[config.mk]
export PLATFORM = sky130hd
export DESIGN_NAME = branch_history_table
export DESIGN_NICKNAME = d
export VERILOG_FILES = /design/src/rtl/riscv_bp_pkg.sv /design/src/rtl/bht_storage.sv /design/src/rtl/branch_history_table.sv
export SDC_FILE = /design/constraint.sdc
export NUM_CORES = 1
export LEC_CHECK = 0
export CAP_MARGIN = 20
export CORE_ASPECT_RATIO = 1.5
export CORE_MARGIN = 1
export CORE_UTILIZATION = 51
export CTS_CLUSTER_DIAMETER = 200
export CTS_CLUSTER_SIZE = 10
export DETAILED_ROUTE_END_ITERATION = 10
export HOLD_SLACK_MARGIN = 0.03
export PLACE_DENSITY = 0.75
export SYNTH_ARGS = -nofsm -noshare
export SYNTH_HDL_FRONTEND = slang
export SYNTH_HIERARCHICAL = 1
export SYNTH_SLANG_ARGS = --single-unit
[constraint.sdc]
create_clock -name clk -period 1.61 [get_ports clk]
set_input_delay 0.161 -clock clk [delete_from_list [all_inputs] [get_ports clk]]
set_output_delay 0.161 -clock clk [all_outputs]
set_load 0.02 [all_outputs]
[src/rtl/riscv_bp_pkg.sv]
// Shared branch-predictor types: 2-bit counter encodings and the PC-to-index rule.
// Used by branch_history_table, bht_storage and FSM_2bit.
package riscv_bp_pkg;

  typedef logic [1:0] bp_state_t;

  localparam bp_state_t BP_STRONG_NT = 2'b00;
  localparam bp_state_t BP_WEAK_NT   = 2'b01;
  localparam bp_state_t BP_WEAK_T    = 2'b10;
  localparam bp_state_t BP_STRONG_T  = 2'b11;

  // Word-aligned PC: drop pc[1:0], keep the next index_w bits.
  function automatic logic [31:0] bht_idx(
    input logic [63:0] pc,
    input int unsigned index_w
  );
    logic [63:0] mask;
    mask = (64'd1 << index_w) - 64'd1;
    return 32'((pc >> 2) & mask);
  endfunction

endpackage

[src/rtl/bht_storage.sv]
// Counter array for the branch history table.
// One async-read port, one sync-write port, async reset to RESET_STATE.
import riscv_bp_pkg::*;

module bht_storage #(
  parameter int        INDEX_W     = 6,
  parameter bp_state_t RESET_STATE = BP_WEAK_NT
) (
  input  logic               clk_i,
  input  logic               rst_ni,
  input  logic [INDEX_W-1:0] raddr_i,
  output bp_state_t          rdata_o,
  input  logic               we_i,
  input  logic [INDEX_W-1:0] waddr_i,
  input  bp_state_t          wdata_i
);

  localparam int DEPTH = 1 << INDEX_W;

  bp_state_t mem_q [DEPTH];

  // Counter flops: reset all entries, otherwise take the write port.
  always_ff @(posedge clk_i or negedge rst_ni) begin
    if (!rst_ni) begin
      for (int i = 0; i < DEPTH; i++) begin
        mem_q[i] <= RESET_STATE;
      end
    end else if (we_i) begin
      mem_q[waddr_i] <= wdata_i;
    end
  end

  assign rdata_o = mem_q[raddr_i];

endmodule

[src/rtl/branch_history_table.sv]
// Direct-mapped 2-bit counter table feeding FSM_2bit's state_old.
// Define BHT_BYPASS_EN to forward a same-index update into the lookup.
import riscv_bp_pkg::*;

module branch_history_table #(
  parameter int        PC_W        = 32,
  parameter int        INDEX_W     = 6,
  parameter bp_state_t RESET_STATE = 2'b01
) (
  input  logic            clk,
  input  logic            rst,
  input  logic            lookup_valid,
  input  logic            lookup_stall,
  input  logic [PC_W-1:0] lookup_pc,
  output logic            pred_valid,
  output bp_state_t       pred_state,
  output logic            pred_taken,
  input  logic            upd_valid,
  input  logic [PC_W-1:0] upd_pc,
  input  bp_state_t       upd_state
);

  logic [INDEX_W-1:0] lk_idx;
  logic [INDEX_W-1:0] upd_idx;
  bp_state_t          rd_state;
  bp_state_t          lk_state;
  logic               fwd;

  logic      valid_q, valid_d;
  bp_state_t state_q, state_d;

  assign lk_idx  = INDEX_W'(bht_idx(64'(lookup_pc), unsigned'(INDEX_W)));
  assign upd_idx = INDEX_W'(bht_idx(64'(upd_pc), unsigned'(INDEX_W)));

  bht_storage #(
    .INDEX_W     (INDEX_W),
    .RESET_STATE (RESET_STATE)
  ) u_storage (
    .clk_i   (clk),
    .rst_ni  (rst),
    .raddr_i (lk_idx),
    .rdata_o (rd_state),
    .we_i    (upd_valid),
    .waddr_i (upd_idx),
    .wdata_i (upd_state)
  );

`ifdef BHT_BYPASS_EN
  assign fwd = upd_valid && (upd_idx == lk_idx);
`else
  assign fwd = 1'b0;
`endif

  assign lk_state = fwd ? upd_state : rd_state;

  // Next lookup outputs: stall freezes, idle cycles keep the last state.
  always_comb begin
    valid_d = valid_q;
    state_d = state_q;
    if (!lookup_stall) begin
      valid_d = lookup_valid;
      if (lookup_valid) begin
        state_d = lk_state;
      end
    end
  end

  // Lookup output register.
  always_ff @(posedge clk or negedge rst) begin
    if (!rst) begin
      valid_q <= 1'b0;
      state_q <= RESET_STATE;
    end else begin
      valid_q <= valid_d;
      state_q <= state_d;
    end
  end

  assign pred_valid = valid_q;
  assign pred_state = state_q;
  assign pred_taken = state_q[1];

endmodule
==> metrics.md, run 1 <==
| Metric | Value |
|---|---|
| Synth async-reset ratio | 100% |
| GR Layer Usage met3 | 5.29% |
| Cell variety after synth | 36 |
| Synth Register Bits | 131 |
| Worst-Skew Late Latency | 0.41 ns |
| Post-DRT Antenna Nets | 0 |
| Syn_nets | 578 |
| Hold WC Path Type | in2async |
| Slew @ Worst Pin | 0.627 ns |
| End of the worst register-to-register path | pred_state[1] |
| Post-synth EDFFs | 0 |
| Top Ports | 75 |
| Chip height | 141 um |
| R2R Setup Slk | -0.17 ns |
| Final Core Density | 63.9% |
| Post-synthesis sequential area ratio | 51.0% |
| Die Width | 94.8 um |
| Cells after Synth | 507 |
| Peak Freq | 0.560 GHz |
| Fin Setup TNS | -0.342 ns |
| Final worst-path cycle share | 111% |
| Lkg Pwr | 0.00357 uW |
| Root Buffer | clkbuf_16 |
| Mean Syn Cell Area | 13.0 um^2 |
| Port Buffers | 22 |
| Non-Filler Instances | 750 |
| H-tree depth | 4 |
| CP dominant cell by count | mux2_4 |
| Drt total wl | 15400 um |
| RSZ-0062 raised after global routing | yes |
| Final WS setup | -0.174 ns |
| Final slew viol count | 0 |
| Initial Util | 52.6% |
| Detailed Route Iter0 Violations | 281 |
| Peak supply drop | 0.750 mV |
| Setup WS pre-CTS | -0.454 ns |
| # setup viols final | 2 |
| Max FO, Critical Path | 2 |
| Req. time, crit path | 1.91 ns |
| Layout cells sized above 1 | 53.5% |
| Reg2Reg Depth | 5 |
| Via-per-instance ratio | 5.87 |
| Critical Path End Type | flip-flop |
| Overall Power | 9300 uW |
| Antenna Cells | 0 |
| Routability Congestion | 0.917 |
| Met1 Usage GRT | 30.0% |
| Die Area | 0.0134 mm^2 |
| Longest Clk Path Bufs | 2 |
| Largest net degree at the start of global routing | 65 |
| Vias after detailed routing | 4402 |
| CP max stage delay | 0.47 ns |
| Core footprint | 0.0125 mm^2 |
| Initial antenna violation count | 0 |
| Final clock skew | 0.00701 ns |
| DP HPWL | 10600 um |
| Crit-path slowest cell | mux4_2 |
| Failing checks | negative setup slack |
| Yosys warns | 6 |
| Hold Fails Final Rpt | 0 |
| Residual DRC count | 0 |
| Outcome | finished with violations |
| Clock slew at reported path FFs | 0.06 ns |
| Final min period | 1.78 ns |
| TritonCTS Sinks | 131 |
| WP data arrival | 2.09 ns |
| PwrDens | 1160 mW/mm^2 |
| Average wire per standard cell | 20.6 um |
| Post-Synthesis Cell Area | 0.00658 mm^2 |
| TritonCTS Buffers | 17 |
| Cells after DPL | 714 |
| Crit path kind | reg2reg |
| Crit Reg-Reg Startpoint | u_storage/mem_q[67] |
| CTS tree | done |
| Layout area overhead | 21.5% |
| Vias in the first global route | 4783 |
| Most Crowded Layer GR | met2 |
| Pre-antenna DRT Iters | 5 |
| Max-slew headroom | 58.2% |
| Tot GR Track Use | 25.2% |
| Critical Path, Cell by Cell | mux4_2, mux2_4, o211ai_1, o21ai_1, mux2_4 |
| Fin nets | 652 |
| GR Overflow Total | 0 |
| Total of max-cap violations | 0 |
| GRT met2 Usage | 41.2% |
| Top_reg_cell synth | dfrtp_1 |
| CP Launch Type | flip-flop |
| Number of cell rows | 50 |
| First-pass GRT wire length | 24800 um |
## sequential cells by signal, summed over array words and instances (netlist names)
signal           flops
pred_state           2
u_storage/mem_q    128
pred_valid           1
## layer usage
metal,share of wire [%],vias up
li1,-,1979
met1,39,2253
met2,51,116
met3,4.0,54
met4,5.1,0
met5,0,-
## critical path, delay by kind of cell, from the launching register on
family | cells | cell delay [ns]
AOI/OAI and AO/OA | 2 | 0.29
muxes | 3 | 1.01
DFF | 1 | 0.38
## cells in the mapped netlist, types with 2 or more instances
library cell | instances | area [um^2]
mux2_2 | 130 | 1460
dfrtp_1 | 66 | 1650
dfstp_2 | 65 | 1710
nand2_1 | 50 | 188
nor2_1 | 39 | 146
mux2i_1 | 36 | 360
nand3_1 | 17 | 85.1
clkbuf_1 | 15 | 56.3
mux4_1 | 13 | 342
a22oi_1 | 8 | 60.1
nor2b_1 | 8 | 50.1
buf_2 | 5 | 25.0
nand4_1 | 5 | 31.3
nor3_1 | 5 | 25.0
o21ai_0 | 5 | 25.0
buf_4 | 4 | 30.0
nand2b_1 | 4 | 25.0
a21oi_1 | 3 | 15.0
and2_1 | 3 | 18.8
and2b_1 | 3 | 22.5
mux4_2 | 3 | 67.6
a211oi_1 | 2 | 15.0
buf_1 | 2 | 7.51
mux2_4 | 2 | 30.0
nor3b_1 | 2 | 15.0
or2_2 | 2 | 12.5
## cells in the final DEF, fill, tap and decap left out, drive strengths merged, types with 2 or more instances in the layout
master,instances
mux2i,36
nand3,17
clkbuf,20
or2,2
mux4,16
and2b,3
mux2,132
clkinv,7
bufinv,2
dlygate4sd2,2
nor2b,9
dfstp,65
and2,3
dlymetal6s2s,2
clkdlybuf4s50,13
nor3b,2
a22oi,8
clkinvlp,2
buf,66
nand4,5
nor2,39
nand2,50
dfrtp,66
o21ai,6
nand2b,4
nor3,5
a21oi,3
a211oi,2
## kinds of logic (layout without fill, tap and decap cells)
| kind of cell | Yosys count | count (layout) | share of synthesized area, % |
|---|---|---|---|
| buffers and inverters | 29 | 116 | 2.51 |
| muxes | 184 | 184 | 34.4 |
| DFF | 131 | 131 | 51.0 |
| AOI/OAI and AO/OA | 22 | 22 | 2.24 |
| and+or+nand+nor | 141 | 141 | 9.81 |
## layout make-up
cell class	instances	area, um^2
Timing Repair Buffer	84	776
Clock buffer	20	467
Clock inverter	12	130
Tap cell	156	195
Fill cell	950	4520
Multi-Input combinational cell	347	3070
Sequential cell	131	3360
## what timing repair did
action / in CTS / in global routing
hold buffers: 1 / 0
cloned: 0 / 0
setup buffers: 1 / 0
setup endpoints to repair: 13 / 10
hold endpoints to repair: 62 / 0
resized for setup: 11 / 9
pin swaps: 3 / 3
## through the flow
stage          hold WS [ns]  instance area, um^2
2_1_floorplan        -0.135                 6580
3_3_place_gp         0.0739                 7320
3_5_place_dp         0.0806                 7320
4_1_cts               0.189                 7940
5_1_grt               0.192                 7990
6_report              0.181                 7990
## worst max path at each step
stage                   startpoint             endpoint  slack [ns]  depth (start not counted)
5_1_grt        u_storage/mem_q[83]        pred_state[1]       -0.22                          7
2_1_floorplan  u_storage/mem_q[73]        pred_state[1]       -0.06                          5
6_report       u_storage/mem_q[67]        pred_state[1]       -0.17                          5
4_1_cts        u_storage/mem_q[67]        pred_state[1]       -0.17                          5
3_5_place_dp             upd_pc[2]  u_storage/mem_q[43]       -0.45                          5
3_3_place_gp          lookup_pc[2]        pred_state[1]       -0.42                         10
## power by group
part	switching [uW]	internal [uW]
Clock	1420	2400
Sequential	241	3900
Combinational	601	744
Total	2260	7040
(Power assumes the default switching activity.)
==> inputs of run 2 (changes only) <==
Settings changed: CORE_UTILIZATION 51 to 50, CTS_BUF_LIST set to sky130_fd_sc_hd__clkbuf_4 sky130_fd_sc_hd__clkbuf_8, PLACE_DENSITY 0.75 to 0.74.
==> run 2 against run 1 <==
Effect of this change: the run still ends with negative setup slack left; fmax shrank 1.9%; non-clock buffer count decreased by 6; hold slack lost 0.10 ns; setup slack worse by 0.035 ns; count of clock-buffer cells in the layout up 5; total power fell by 9.8%; combinational power hardly changed; critical path depth rose by 1.
==> metrics.md, run 2 (same netlist as run 1, synthesis figures left out) <==
| Metric | Value |
|---|---|
| Outcome | finished with violations |
| Failing checks | negative setup slack |
| Final WS setup | -0.209 ns (-0.0348 ns) |
| WHS | 0.0773 ns (-0.103 ns) |
| Routability Congestion | 0.814 (-11%) |
| WHS Endpoint | u_storage/mem_q[31] |
| Crit Reg-Reg Startpoint | u_storage/mem_q[125] |
| Commonest non-fill, non-tap cell in the layout | mux2_2 |
| Max-slew headroom | 68.0% (+9.8 points) |
| Reg2Reg Depth | 6 (+1) |
| H-tree depth | 4 (unchanged) |
| Most frequent cells in the layout | mux2_2 (129), dfrtp_1 (66), dfstp_2 (65), nand2_1 (50), buf_4 (48) |
| Peak supply drop | 0.436 mV (-42%) |
| TritonCTS Buffers | 17 (unchanged) |
| Pre-antenna DRT Iters | 4 (-1) |
| Slew @ Worst Pin | 0.479 ns (-0.148 ns) |
| Worst Hold Path Cells | 2 |
| Hold WC Path Type | in2reg |
| Crit path kind | reg2reg |
| Number of cell rows | 51 (+2.0%) |
| Port Buffers | 22 (unchanged) |
| Hold Path Origin | upd_state[1] |
| Top Ports | 75 (unchanged) |
| Antenna Cells | 0 (unchanged) |
| RSZ-0062 raised after global routing | yes |
| Initial Util | 51.1% (-1.5 points) |
| Residual DRC count | 0 (unchanged) |
| R2R Setup Slk | -0.21 ns (-0.03 ns) |
| Die Area | 0.0136 mm^2 (+2.0%) |
| Largest Register | u_storage/mem_q |
| Layout cells sized above 1 | 53.2% (-0.30 points) |
| Lkg Pwr | 0.00345 uW (-3.2%) |
| Largest net degree at the start of global routing | 65 (unchanged) |
| Detailed Route Iter0 Violations | 235 (-16%) |
| DP HPWL | 10600 um (-0.30%) |
| Final clock skew | 0.00903 ns (+0.00202 ns) |
| Vias after detailed routing | 4397 (-0.11%) |
| Layout area overhead | 18.1% |
| Tot GR Track Use | 24.6% (-0.58 points) |
| WP data arrival | 2.14 ns (+0.05 ns) |
| End of the worst register-to-register path | pred_state[1] |
| CTS tree | done |
| Chip height | 143 um (+0.98%) |
| Average wire per standard cell | 20.6 um (-0.15%) |
| Max FO, Critical Path | 2 (unchanged) |
| Final worst-path cycle share | 113% (+2.2 points) |
| Final slew viol count | 0 (unchanged) |
| # setup viols final | 2 (unchanged) |
| Hold Fails Final Rpt | 0 (unchanged) |
| Req. time, crit path | 1.93 ns (+0.02 ns) |
| Root Buffer | clkbuf_8 |
| Clock slew at reported path FFs | 0.08 ns (+0.02 ns) |
| Drt total wl | 15400 um (-0.55%) |
| Critical Path End Type | flip-flop |
| Largest register FFs | 128 (unchanged) |
| Post-DRT Antenna Nets | 0 (unchanged) |
| Total of max-cap violations | 0 (unchanged) |
| Final min period | 1.82 ns (+0.0348 ns) |
| TritonCTS Sinks | 131 (unchanged) |
| First-pass GRT wire length | 24600 um (-0.89%) |
| PwrDens | 1080 mW/mm^2 (-7.2%) |
| Final Core Density | 60.3% (-3.6 points) |
| GR Overflow Total | 0 (unchanged) |
| Peak Freq | 0.550 GHz (-1.9%) |
| Longest Clk Path Bufs | 2 (unchanged) |
| CP Launch Type | flip-flop |
| Fin nets | 646 (-0.92%) |
| Die Width | 95.7 um (+0.98%) |
| Worst-Skew Late Latency | 0.43 ns (+0.02 ns) |
| Core footprint | 0.0129 mm^2 (+3.0%) |
| Via-per-instance ratio | 5.89 (+0.29%) |
| Initial antenna violation count | 0 (unchanged) |
| Vias in the first global route | 4756 (-0.56%) |
## run 2: routing by layer
| metal | GRT usage [%] | vias up | routed length (um) |
|---|---|---|---|
| met3 | 4.49 | 48 | 647 |
| met1 | 28.6 | 2276 | 5900 |
| met5 | 0 | - | 0 |
| li1 | - | 1951 | - |
| met4 | 13.7 | 0 | 735 |
| met2 | 42.0 | 122 | 8080 |
## run 2: cell type report
| cell class | count | area [um^2] |
|---|---|---|
| Tap cell | 159 | 199 |
| Multi-Input combinational cell | 347 | 3050 |
| Fill cell | 1025 | 5120 |
| Timing Repair Buffer | 78 | 729 |
| Clock buffer | 25 | 338 |
| Sequential cell | 131 | 3360 |
| Clock inverter | 7 | 95.1 |
## run 2: per-stage QoR
step           cells  setup slack, ns  power (uW)  cell area (um^2)  setup TNS (ns)
2_1_floorplan    507          -0.0600        4940              6580         -0.0827
5_1_grt          747           -0.270        8720              7770          -0.460
6_report         747           -0.209        8390              7770          -0.360
3_3_place_gp     711           -0.458        5380              7270          -36.05
3_5_place_dp     711           -0.516        5460              7270          -41.19
4_1_cts          744           -0.215        8420              7720          -0.378
## run 2: how the worst max path moves through the flow
| stage | cells after the start | start | end | slack [ns] |
|---|---|---|---|---|
| 6_report | 6 | u_storage/mem_q[125] | pred_state[1] | -0.21 |
| 5_1_grt | 5 | u_storage/mem_q[67] | pred_state[1] | -0.27 |
| 4_1_cts | 7 | u_storage/mem_q[83] | pred_state[1] | -0.21 |
| 3_5_place_dp | 5 | upd_pc[2] | u_storage/mem_q[59] | -0.52 |
| 3_3_place_gp | 5 | upd_pc[2] | u_storage/mem_q[59] | -0.46 |
| 2_1_floorplan | 5 | u_storage/mem_q[73] | pred_state[1] | -0.06 |
## run 2: critical path: stages (launching register included)
cell and delay, ns:
dfrtp_1 0.39, mux4_1 0.52, mux2i_2 0.22, a21oi_1 0.10, o211ai_1 0.11, o21ai_1 0.12
mux2_4 0.26
## run 2: repair_timing
| action | 4_1_cts | 5_1_grt |
|---|---|---|
| endpoints found under the setup margin | 17 | 31 |
| hold buffers | 1 | 0 |
| resized for setup | 9 | 11 |
| pin swaps | 3 | 3 |
| buffers inserted | 0 | 1 |
| endpoints found under the hold margin | 71 | 0 |
## run 2: power by group
group          total, uW  switching (uW)  leakage [uW]  internal [uW]
Clock               2950            1260      0.000210           1680
Sequential          4130             238       0.00155           3890
Combinational       1320             584       0.00169            734
Total               8390            2080       0.00345           6310
==> inputs of run 3 (changes only) <==
Settings changed: PLACE_DENSITY 0.74 to not set, PLACE_DENSITY_LB_ADDON set to 0.05.
Clock period 1.61 ns to 2.2 ns, I/O delays scaled along.
==> run 3 against run 2 <==
Effect of this change: the run now ends clean; fmax is 5.3% lower; utilization is 1.3 points lower; die area stayed put; critical path depth stayed put; critical path type unchanged; largest cell class unchanged; highest routed layer unchanged.
==> metrics.md, run 3 (same netlist as run 1, synthesis figures left out) <==
| Metric | Value |
|---|---|
| Worst Path Buf+Inv | 0 (unchanged) |
| Critical Path Start | u_storage/mem_q[89] |
| Initial Util | 51.1% (unchanged) |
| Post-DRT Antenna Nets | 0 (unchanged) |
| CP Launch Type | flip-flop |
| GR Overflow Total | 0 (unchanged) |
| Number of cell rows | 51 (unchanged) |
| Final worst-path cycle share | 87.3% (-26 points) |
| Antenna Cells | 0 (unchanged) |
| Hold Fails Final Rpt | 0 (unchanged) |
| Drt total wl | 15000 um (-2.3%) |
| Cell area after layout | 0.00760 mm^2 (-2.2%) |
| Largest net degree at the start of global routing | 132 (+100%) |
| TritonCTS Buffers | 17 (unchanged) |
| Root Buffer | clkbuf_8 |
| End of the worst register-to-register path | pred_state[1] |
| Commonest non-fill, non-tap cell in the layout | mux2_2 |
| WP data arrival | 2.25 ns (+0.11 ns) |
| PwrDens | 798 mW/mm^2 (-26%) |
| Critical Path End Type | flip-flop |
| Die Width | 95.7 um (unchanged) |
| Outcome | finished clean |
| Fillcell total | 1033 (+0.78%) |
| RSZ-0062 raised after global routing | no |
| Initial antenna violation count | 0 (unchanged) |
| Layout cells sized above 1 | 49.0% (-4.3 points) |
| H-tree depth | 4 (unchanged) |
| Crit path kind | reg2reg |
| Final min period | 1.92 ns (+0.103 ns) |
| Fin Setup TNS | 0 ns (+0.360 ns) |
| DP HPWL | 10200 um (-3.4%) |
| Final slew viol count | 0 (unchanged) |
| Total of max-cap violations | 0 (unchanged) |
| Pre-antenna DRT Iters | 4 (unchanged) |
| Critical Path Sink | pred_state[1] |
| Worst-Skew Late Latency | 0.44 ns (about the same) |
| R2R Setup Slk | 0.28 ns (+0.49 ns) |
| Peak Freq | 0.520 GHz (-5.3%) |
| Slew @ Worst Pin | 0.811 ns (+0.332 ns) |
| # setup viols final | 0 (-2) |
| Peak supply drop | 0.518 mV (+19%) |
| Largest Register | u_storage/mem_q |
| TritonCTS Sinks | 131 (unchanged) |
| Vias in the first global route | 4610 (-3.1%) |
| Critical path depth | 6 (unchanged) |
| Layout area overhead | 15.5% |
| Crit Reg-Reg Startpoint | u_storage/mem_q[89] |
| Average wire per standard cell | 20.5 um (-0.19%) |
| Via-per-instance ratio | 5.71 (-2.9%) |
| First-pass GRT wire length | 23800 um (-3.1%) |
| Crit-path slowest cell | mux4_1 |
| Routability Congestion | 0.814 (unchanged) |
| CTS tree | done |
| Port Buffers | 22 (unchanged) |
| DP Area | 0.00717 mm^2 (-1.5%) |
| Setup Fix Bufs, Post-CTS | 0 (unchanged) |
| Reg2Reg Depth | 6 (unchanged) |
| WHS | 0.408 ns (+0.330 ns) |
| Max FO, Critical Path | 2 (unchanged) |
| Residual DRC count | 0 (unchanged) |
| Max-slew headroom | 45.7% (-22 points) |
| Req. time, crit path | 2.53 ns (+0.60 ns) |
| Most frequent cells in the layout | mux2_2 (130), dfrtp_1 (66), dfstp_2 (65), nand2_1 (50), nor2_1 (39) |
| Tot GR Track Use | 24.3% (-0.29 points) |
| Critical Path, Cell by Cell | mux4_1, a211oi_1, a21oi_1, o211ai_1, o21ai_1, mux2_4 |
| Chip height | 143 um (unchanged) |
| Largest register FFs | 128 (unchanged) |
| Hold WC Path Type | in2async |
| CP max stage delay | 0.58 ns (+0.06 ns) |
| Crit path max-delay family | multiplexers |
| Fin nets | 630 (-2.5%) |
| Longest Clk Path Bufs | 2 (unchanged) |
| Vias after detailed routing | 4177 (-5.0%) |
| Final clock skew | 0.00771 ns (-0.00132 ns) |
| Lkg Pwr | 0.00337 uW (-2.3%) |
| Detailed Route Iter0 Violations | 263 (+12%) |
| Die Area | 0.0136 mm^2 (unchanged) |
| Clock slew at reported path FFs | 0.08 ns (about the same) |
| Core footprint | 0.0129 mm^2 (unchanged) |
| Top Ports | 75 (unchanged) |
==> run 3: how the worst min path moves through the flow <==
stage	start	endpoint	slack, ns
detailed placement	rst	u_storage/mem_q[53]	0.40
floorplan	rst	pred_state[1]	-0.08
finish	rst	u_storage/mem_q[53]	0.41
global placement	rst	u_storage/mem_q[63]	0.38
global route	lookup_stall	pred_valid	0.46
CTS	lookup_stall	pred_valid	0.45
==> run 3: power breakdown <==
group	switching (uW)	internal [uW]	leakage, uW	total [uW]
Combinational	402	501	0.00161	903
Clock	965	1200	0.000213	2160
Sequential	159	2840	0.00155	3000
==> run 3: tightest hold or removal path, stage by stage <==
cell           delay [ns]
dlygate4sd3_1        0.52
buf_4                0.11
buf_12               0.46
==> run 3: through the flow <==
step	setup WS, ns	instances	utilization (%)	power [uW]
finish	0.278	731	59.0	6070
global route	0.206	731	59.0	6330
CTS	0.271	731	59.0	6140
detailed placement	-0.0711	698	55.6	3960
global placement	-0.0392	698	55.6	3910
floorplan	0.459	507	-	3610
==> run 3: routing by layer <==
| metal | vias to the layer above | wire [um] | GRT usage (%) |
|---|---|---|---|
| met5 | - | 0 | 0 |
| met4 | 0 | 456 | 11.9 |
| met3 | 34 | 515 | 4.06 |
| met2 | 83 | 7940 | 42.0 |
| met1 | 2122 | 6090 | 28.7 |
| li1 | 1938 | - | - |
==> run 3: final cells by class <==
type	count	area [um^2]	area share [%]
clock inverter	12	155	2.04
tap	159	199	2.62
timing repair buffer	62	563	7.41
multi-input combinational	347	3060	40.2
sequential	131	3360	44.2
clock buffer	20	269	3.54
==> run 3: timing repair <==
action | in CTS | in global routing
resized for setup | 0 | 0
hold buffers | 1 | 0
endpoints found under the hold margin | 66 | 0
